`src/rtl/branch_hazard_ctrl_if.sv`:
```
// ID-stage branch hazard bus: decode/EX/MEM tags in, pipeline enables and flush out.
interface branch_hazard_ctrl_if;
  logic       hold;
  logic       br_id;
  logic       use_rs1;
  logic       use_rs2;
  logic [1:0] float_read;
  logic [4:0] rs1id;
  logic [4:0] rs2id;
  logic [4:0] rdex;
  logic       wbex;
  logic       fw_ie;
  logic [4:0] rdmem;
  logic       wbmem;
  logic       fw_imem;
  logic       br_taken;
  logic       pc_we;
  logic       ifid_we;
  logic       idex_bubble;
  logic       ifid_flush;
  logic       stalling;

  modport master (
    output hold, br_id, use_rs1, use_rs2, float_read, rs1id, rs2id,
           rdex, wbex, fw_ie, rdmem, wbmem, fw_imem, br_taken,
    input  pc_we, ifid_we, idex_bubble, ifid_flush, stalling
  );

  modport slave (
    input  hold, br_id, use_rs1, use_rs2, float_read, rs1id, rs2id,
           rdex, wbex, fw_ie, rdmem, wbmem, fw_imem, br_taken,
    output pc_we, ifid_we, idex_bubble, ifid_flush, stalling
  );
endinterface

```
`src/rtl/branch_hazard_ctrl.sv`:
```
// ID-stage stall/flush controller for branches forwarded only from WB.
// Optional stall-cycle counter enabled by BR_HAZ_PERF_CNT_EN.
module branch_hazard_ctrl #(
  parameter int unsigned CNT_W     = 32,
  parameter int unsigned MAX_STALL = 2
) (
  input  logic                   clk,
  input  logic                   rst,
  branch_hazard_ctrl_if.slave    bus
`ifdef BR_HAZ_PERF_CNT_EN
  ,
  output logic [CNT_W-1:0]       stall_cycles
`endif
);

  localparam int unsigned CW = $clog2(MAX_STALL + 1);

  typedef enum logic {IDLE, STALL} state_t;

  state_t        r_state, w_state_nxt;
  logic [CW-1:0] r_cnt, w_cnt_nxt, w_need;
  logic          r_ifid_flush;
  logic          w_stalling;
  logic          w_rs1_ex, w_rs2_ex, w_rs1_mem, w_rs2_mem;

  // Source match against a producer, honouring the int/FP register-file split
  assign w_rs1_ex  = bus.use_rs1 && bus.wbex  && (bus.rdex  != 5'd0) &&
                     (bus.rdex  == bus.rs1id) && (bus.float_read[1] == bus.fw_ie);
  assign w_rs2_ex  = bus.use_rs2 && bus.wbex  && (bus.rdex  != 5'd0) &&
                     (bus.rdex  == bus.rs2id) && (bus.float_read[0] == bus.fw_ie);
  assign w_rs1_mem = bus.use_rs1 && bus.wbmem && (bus.rdmem != 5'd0) &&
                     (bus.rdmem == bus.rs1id) && (bus.float_read[1] == bus.fw_imem);
  assign w_rs2_mem = bus.use_rs2 && bus.wbmem && (bus.rdmem != 5'd0) &&
                     (bus.rdmem == bus.rs2id) && (bus.float_read[0] == bus.fw_imem);

  always_comb begin
    w_need = '0;
    if (bus.br_id) begin
      if (w_rs1_ex || w_rs2_ex)        w_need = CW'(MAX_STALL);
      else if (w_rs1_mem || w_rs2_mem) w_need = CW'(1);
    end
  end

  always_ff @(posedge clk or posedge rst) begin
    if (rst) begin
      r_state <= IDLE;
      r_cnt   <= '0;
    end else begin
      r_state <= w_state_nxt;
      r_cnt   <= w_cnt_nxt;
    end
  end

  // Next state and stall decision; hold freezes state and counter
  always_comb begin
    w_state_nxt = r_state;
    w_cnt_nxt   = r_cnt;
    w_stalling  = 1'b0;
    case (r_state)
      IDLE: begin
        if (bus.br_id && (w_need != '0) && !bus.hold) begin
          w_stalling  = 1'b1;
          w_cnt_nxt   = w_need - CW'(1);
          w_state_nxt = ((w_need - CW'(1)) != '0) ? STALL : IDLE;
        end
      end
      STALL: begin
        w_stalling = 1'b1;
        if (!bus.hold) begin
          if (r_cnt <= CW'(1)) begin
            w_state_nxt = IDLE;
            w_cnt_nxt   = '0;
          end else begin
            w_cnt_nxt   = r_cnt - CW'(1);
          end
        end
      end
      default: begin
        w_state_nxt = IDLE;
        w_cnt_nxt   = '0;
      end
    endcase
  end

  assign bus.stalling    = w_stalling;
  assign bus.pc_we       = !bus.hold && !w_stalling;
  assign bus.ifid_we     = !bus.hold && !w_stalling;
  assign bus.idex_bubble = !bus.hold && w_stalling;

  // One-cycle IF/ID kill after a taken redirect resolved in ID
  always_ff @(posedge clk or posedge rst) begin
    if (rst)            r_ifid_flush <= 1'b0;
    else if (!bus.hold) r_ifid_flush <= bus.br_taken && bus.br_id && !w_stalling;
  end

  assign bus.ifid_flush = r_ifid_flush;

`ifdef BR_HAZ_PERF_CNT_EN
  logic [CNT_W-1:0] r_stall_cycles;

  always_ff @(posedge clk or posedge rst) begin
    if (rst)                         r_stall_cycles <= '0;
    else if (w_stalling && !bus.hold) r_stall_cycles <= r_stall_cycles + CNT_W'(1);
  end

  assign stall_cycles = r_stall_cycles;
`endif

endmodule

```
`src/flat_wrapper.sv`:
```
// flat-port wrapper written by rule: the top's interface ports become plain ports
module branch_hazard_ctrl_flat 
#(
  parameter int unsigned CNT_W     = 32,
  parameter int unsigned MAX_STALL = 2
)
  (clk, rst, bus_hold, bus_br_id, bus_use_rs1, bus_use_rs2, bus_float_read, bus_rs1id, bus_rs2id, bus_rdex, bus_wbex, bus_fw_ie, bus_rdmem, bus_wbmem, bus_fw_imem, bus_br_taken, bus_pc_we, bus_ifid_we, bus_idex_bubble, bus_ifid_flush, bus_stalling);
  branch_hazard_ctrl_if bus_i ();
  input  logic clk;
  input  logic rst;
  input wire logic [$bits(bus_i.hold)-1:0] bus_hold;
  input wire logic [$bits(bus_i.br_id)-1:0] bus_br_id;
  input wire logic [$bits(bus_i.use_rs1)-1:0] bus_use_rs1;
  input wire logic [$bits(bus_i.use_rs2)-1:0] bus_use_rs2;
  input wire logic [$bits(bus_i.float_read)-1:0] bus_float_read;
  input wire logic [$bits(bus_i.rs1id)-1:0] bus_rs1id;
  input wire logic [$bits(bus_i.rs2id)-1:0] bus_rs2id;
  input wire logic [$bits(bus_i.rdex)-1:0] bus_rdex;
  input wire logic [$bits(bus_i.wbex)-1:0] bus_wbex;
  input wire logic [$bits(bus_i.fw_ie)-1:0] bus_fw_ie;
  input wire logic [$bits(bus_i.rdmem)-1:0] bus_rdmem;
  input wire logic [$bits(bus_i.wbmem)-1:0] bus_wbmem;
  input wire logic [$bits(bus_i.fw_imem)-1:0] bus_fw_imem;
  input wire logic [$bits(bus_i.br_taken)-1:0] bus_br_taken;
  output wire logic [$bits(bus_i.pc_we)-1:0] bus_pc_we;
  output wire logic [$bits(bus_i.ifid_we)-1:0] bus_ifid_we;
  output wire logic [$bits(bus_i.idex_bubble)-1:0] bus_idex_bubble;
  output wire logic [$bits(bus_i.ifid_flush)-1:0] bus_ifid_flush;
  output wire logic [$bits(bus_i.stalling)-1:0] bus_stalling;
  assign bus_i.hold = bus_hold;
  assign bus_i.br_id = bus_br_id;
  assign bus_i.use_rs1 = bus_use_rs1;
  assign bus_i.use_rs2 = bus_use_rs2;
  assign bus_i.float_read = bus_float_read;
  assign bus_i.rs1id = bus_rs1id;
  assign bus_i.rs2id = bus_rs2id;
  assign bus_i.rdex = bus_rdex;
  assign bus_i.wbex = bus_wbex;
  assign bus_i.fw_ie = bus_fw_ie;
  assign bus_i.rdmem = bus_rdmem;
  assign bus_i.wbmem = bus_wbmem;
  assign bus_i.fw_imem = bus_fw_imem;
  assign bus_i.br_taken = bus_br_taken;
  assign bus_pc_we = bus_i.pc_we;
  assign bus_ifid_we = bus_i.ifid_we;
  assign bus_idex_bubble = bus_i.idex_bubble;
  assign bus_ifid_flush = bus_i.ifid_flush;
  assign bus_stalling = bus_i.stalling;
  branch_hazard_ctrl #(.CNT_W(CNT_W), .MAX_STALL(MAX_STALL)) u_core (.clk(clk), .rst(rst), .bus(bus_i));
endmodule
```
`config.mk`:
```
export PLATFORM = sky130hd
export DESIGN_NAME = branch_hazard_ctrl_flat
export DESIGN_NICKNAME = d
export VERILOG_FILES = /design/src/rtl/branch_hazard_ctrl_if.sv /design/src/rtl/branch_hazard_ctrl.sv /design/src/flat_wrapper.sv
export SDC_FILE = /design/constraint.sdc
export NUM_CORES = 1
export LEC_CHECK = 0
export BUFFER_PORTS_ARGS = -buffer_cell sky130_fd_sc_hd__buf_2
export CAP_MARGIN = 20
export CORE_MARGIN = 2
export CORE_UTILIZATION = 41
export CTS_CLUSTER_SIZE = 8
export DETAILED_ROUTE_END_ITERATION = 10
export PLACE_DENSITY = 0.77
export SLEW_MARGIN = 5
export SYNTH_ARGS = -nofsm -noshare
export SYNTH_HDL_FRONTEND = slang
export SYNTH_SLANG_ARGS = --single-unit
export TNS_END_PERCENT = 50
```
`constraint.sdc`:
```
create_clock -name clk -period 2.3 [get_ports clk]
set_input_delay 0.23 -clock clk [delete_from_list [all_inputs] [get_ports clk]]
set_output_delay 0.23 -clock clk [all_outputs]
set_load 0.01 [all_outputs]
```
==> impl_results.md <==
- Status: finished clean
- Final core area utilization: 0.649
- Synth Cell Area: 603 um^2
- GRT overflow: 0
- Syn nets: 108
- Number of port buffers: 37
- Hold Path Origin: bus_br_taken
- Clock Tree Root: clkbuf_4
- Setup CP Type: input pin to output pin
- Post-synthesis cell count: 73
- Worst reg2reg endpoint: u_core.r_cnt[0]
- P per Cell Area: 410 nW/um^2
- R2r worst-path depth: 4
- Int Pwr: 0.230 mW
- Required time worst endpoint: 2070 ps
- Reg power frac: 0.286
- Max IR drop VDD: 0.296 mV
- R2r setup slk: 1200 ps
- DP HPWL: 1380 um
- Commonest non-fill, non-tap cell in the layout: buf_2
- Total power draw: 0.355 mW
- Clock Latency Late Sink: 250 ps
- Critical Path Source Type: input pin
- Clock sinks: 4
- Reg2reg start: u_core.r_state
- Syn avg cell area: 8.26 um^2
- Fillers: 112
- Sw frac: 0.352
- Worst-path fanout max: 3
- DRT iter0 DRCs: 8
- Antenna diodes: 0
- Routed WL per cell: 12.4 um
- WP data arrival: 1960 ps
- Actual slew at the worst max-slew pin: 244 ps
- Setup TNS: 0 ps
- Yosys warnings: 0
- Die X: 42.4 um
- Library cells used by synthesis: 24
- HP Class: input pin to register
- Min-Delay Path Depth: 3
- Hold Vio Cnt, Final: 0
- First-pass GRT wire length: 2750 um
- Die footprint: 1790 um^2
- Fin crit share: 0.954
- Vert. Die Dim: 42.4 um
- Htree depth: 1
- P_sw: 0.125 mW
- Core Region: 1330 um^2
- Starting Density: 0.452
- Largest net degree at the start of global routing: 8
- Total CTS buffers: 3
- NumNets Final: 153
- Worst setup slack after layout: 105 ps
- Yosys reg bits: 4
- Share of cells above drive strength 1: 0.431
- Place WS: 6.80 ps
- Final Setup Violations: 0
- WHS Endpoint: u_core.bus.ifid_flush
- ANT nets after route: 0
- Final GP Congestion: 0.809
- Vias/cell: 5.08
- First-pass iteration count of the detailed router: 6
- DRC: 0
- IO Count: 38
- TritonCTS clock tree: done
- Final Critical Period: 2190 ps
- Clock Pin Slew Worst Setup and Hold Paths: 40 ps
- Final WL: 1630 um
- Clk network pwr share: 0.260
- Slew margin rel.: 0.836
- Slew Viols, Final: 0
- LEAKAGE: 0.405 nW
- Initial antenna violation count: 0
- Clock skew: 8.19 ps
- Most frequent cells in the layout: 36 x buf_2, 12 x xnor2_1, 12 x xor2_1, 6 x nor2_1, 6 x nand2_1
- Max cap viols: 0
- Vias in the first global route: 682
- Via count: 665
- Layout area overhead: 43.6%
- CTS Buffer Depth: 2
- Setup crit end kind: output pin
- Gate power share: 0.454
- FMAX: 456 MHz
- Core Rows: 13
- GRT Total Usage: 0.200
- Seq/Total Area, Yosys: 0.166
==> worst max-delay path: stages <==
cell and delay (ps):
buf_2 120, xor2_1 160, nor4_2 260, a22oi_1 130, a311oi_2 240, inv_1 80
ha_2 180, nor2b_2 140, buf_4 130, nor2_1 30, nor2_1 120, buf_2 140
==> routing by layer <==
layer / share of wire / wire length (um) / GRT usage / vias to the layer above
met5: 0 / 0 / 0 / -
met4: 0.0086 / 14 / 0.0375 / 0
met3: 0.063 / 103 / 0.0647 / 3
met2: 0.51 / 825 / 0.366 / 27
met1: 0.42 / 683 / 0.223 / 297
li1: - / - / - / 338
==> timing repair <==
action	CTS	global route
setup endpoints to repair	0	4
setup buffers	0	1
endpoints found under the hold margin	4	0
hold buffers	1	0
resized for setup	0	3
==> flip-flops by register name, indices dropped and copies added, names as in the netlist <==
name	flops
u_core.r_state	1
u_core.r_cnt	2
u_core.bus.ifid_flush	1
==> metrics by stage <==
step / std cells / instance area, um^2 / hold slack (ps)
detailed placement: 126 / 815 / 121
CTS: 130 / 847 / 232
global route: 131 / 866 / 269
global placement: 126 / 815 / 113
finish: 131 / 866 / 243
floorplan: 73 / 603 / -3.92
==> cell usage after synthesis (all sizes together) <==
cell type / n / area [um^2]
xnor2: 12 / 105
xor2: 12 / 105
nand2: 6 / 22.5
nor2: 6 / 22.5
dfrtp: 4 / 100
inv: 4 / 15.0
nand4: 3 / 18.8
nor3: 3 / 15.0
a21oi: 2 / 10.0
ha: 2 / 25.0
nand2b: 2 / 12.5
nand3: 2 / 10.0
nor2b: 2 / 12.5
nor4: 2 / 25.0
o22ai: 2 / 26.3
o31ai: 2 / 15.0
a22oi: 1 / 7.51
a311oi: 1 / 15.0
buf: 1 / 7.51
mux2: 1 / 11.3
o21ai: 1 / 5.00
o22a: 1 / 8.76
or4: 1 / 7.51
==> worst max-delay path by stage <==
stage          slack (ps)         endpoint          from
2_1_floorplan          60        bus_pc_we  bus_rdmem[3]
3_3_place_gp           90      bus_ifid_we  bus_rdmem[3]
3_5_place_dp            7      bus_ifid_we   bus_fw_imem
4_1_cts                 8      bus_ifid_we   bus_fw_imem
5_1_grt               -20  bus_idex_bubble  bus_rdmem[3]
6_report              110  bus_idex_bubble  bus_rdmem[3]
==> layout make-up <==
type,instances,area (um^2),share of cell area
inverters,4,15.0,0.0173
clock buffers,3,22.5,0.0260
well taps,15,18.8,0.0217
repair buffers,41,224,0.259
flip-flops and latches,4,100,0.116
multi-input cells,64,485,0.561
==> power by group through the flow <==
stage	clock network (mW)	logic, mW	registers, mW
2_1_floorplan	0	0.0945	0.0984
3_3_place_gp	0	0.155	0.100
3_5_place_dp	0	0.158	0.101
4_1_cts	0.0940	0.160	0.100
5_1_grt	0.100	0.179	0.104
6_report	0.0923	0.161	0.101
==> cell families (layout without fill, tap and decap cells) <==
| group | count (synthesis) | in the layout | share of synthesized area |
|---|---|---|---|
| flip-flops | 4 | 4 | 0.166 |
| AND/OR/NAND/NOR | 27 | 27 | 0.243 |
| adder cells (fa/ha/maj) | 2 | 2 | 0.0415 |
| AO/OA/AOI/OAI | 10 | 10 | 0.145 |
| XOR/XNOR | 24 | 24 | 0.349 |
| buffers and inverters | 5 | 48 | 0.0373 |
| multiplexers | 1 | 1 | 0.0187 |
(Power assumes the default switching activity.)
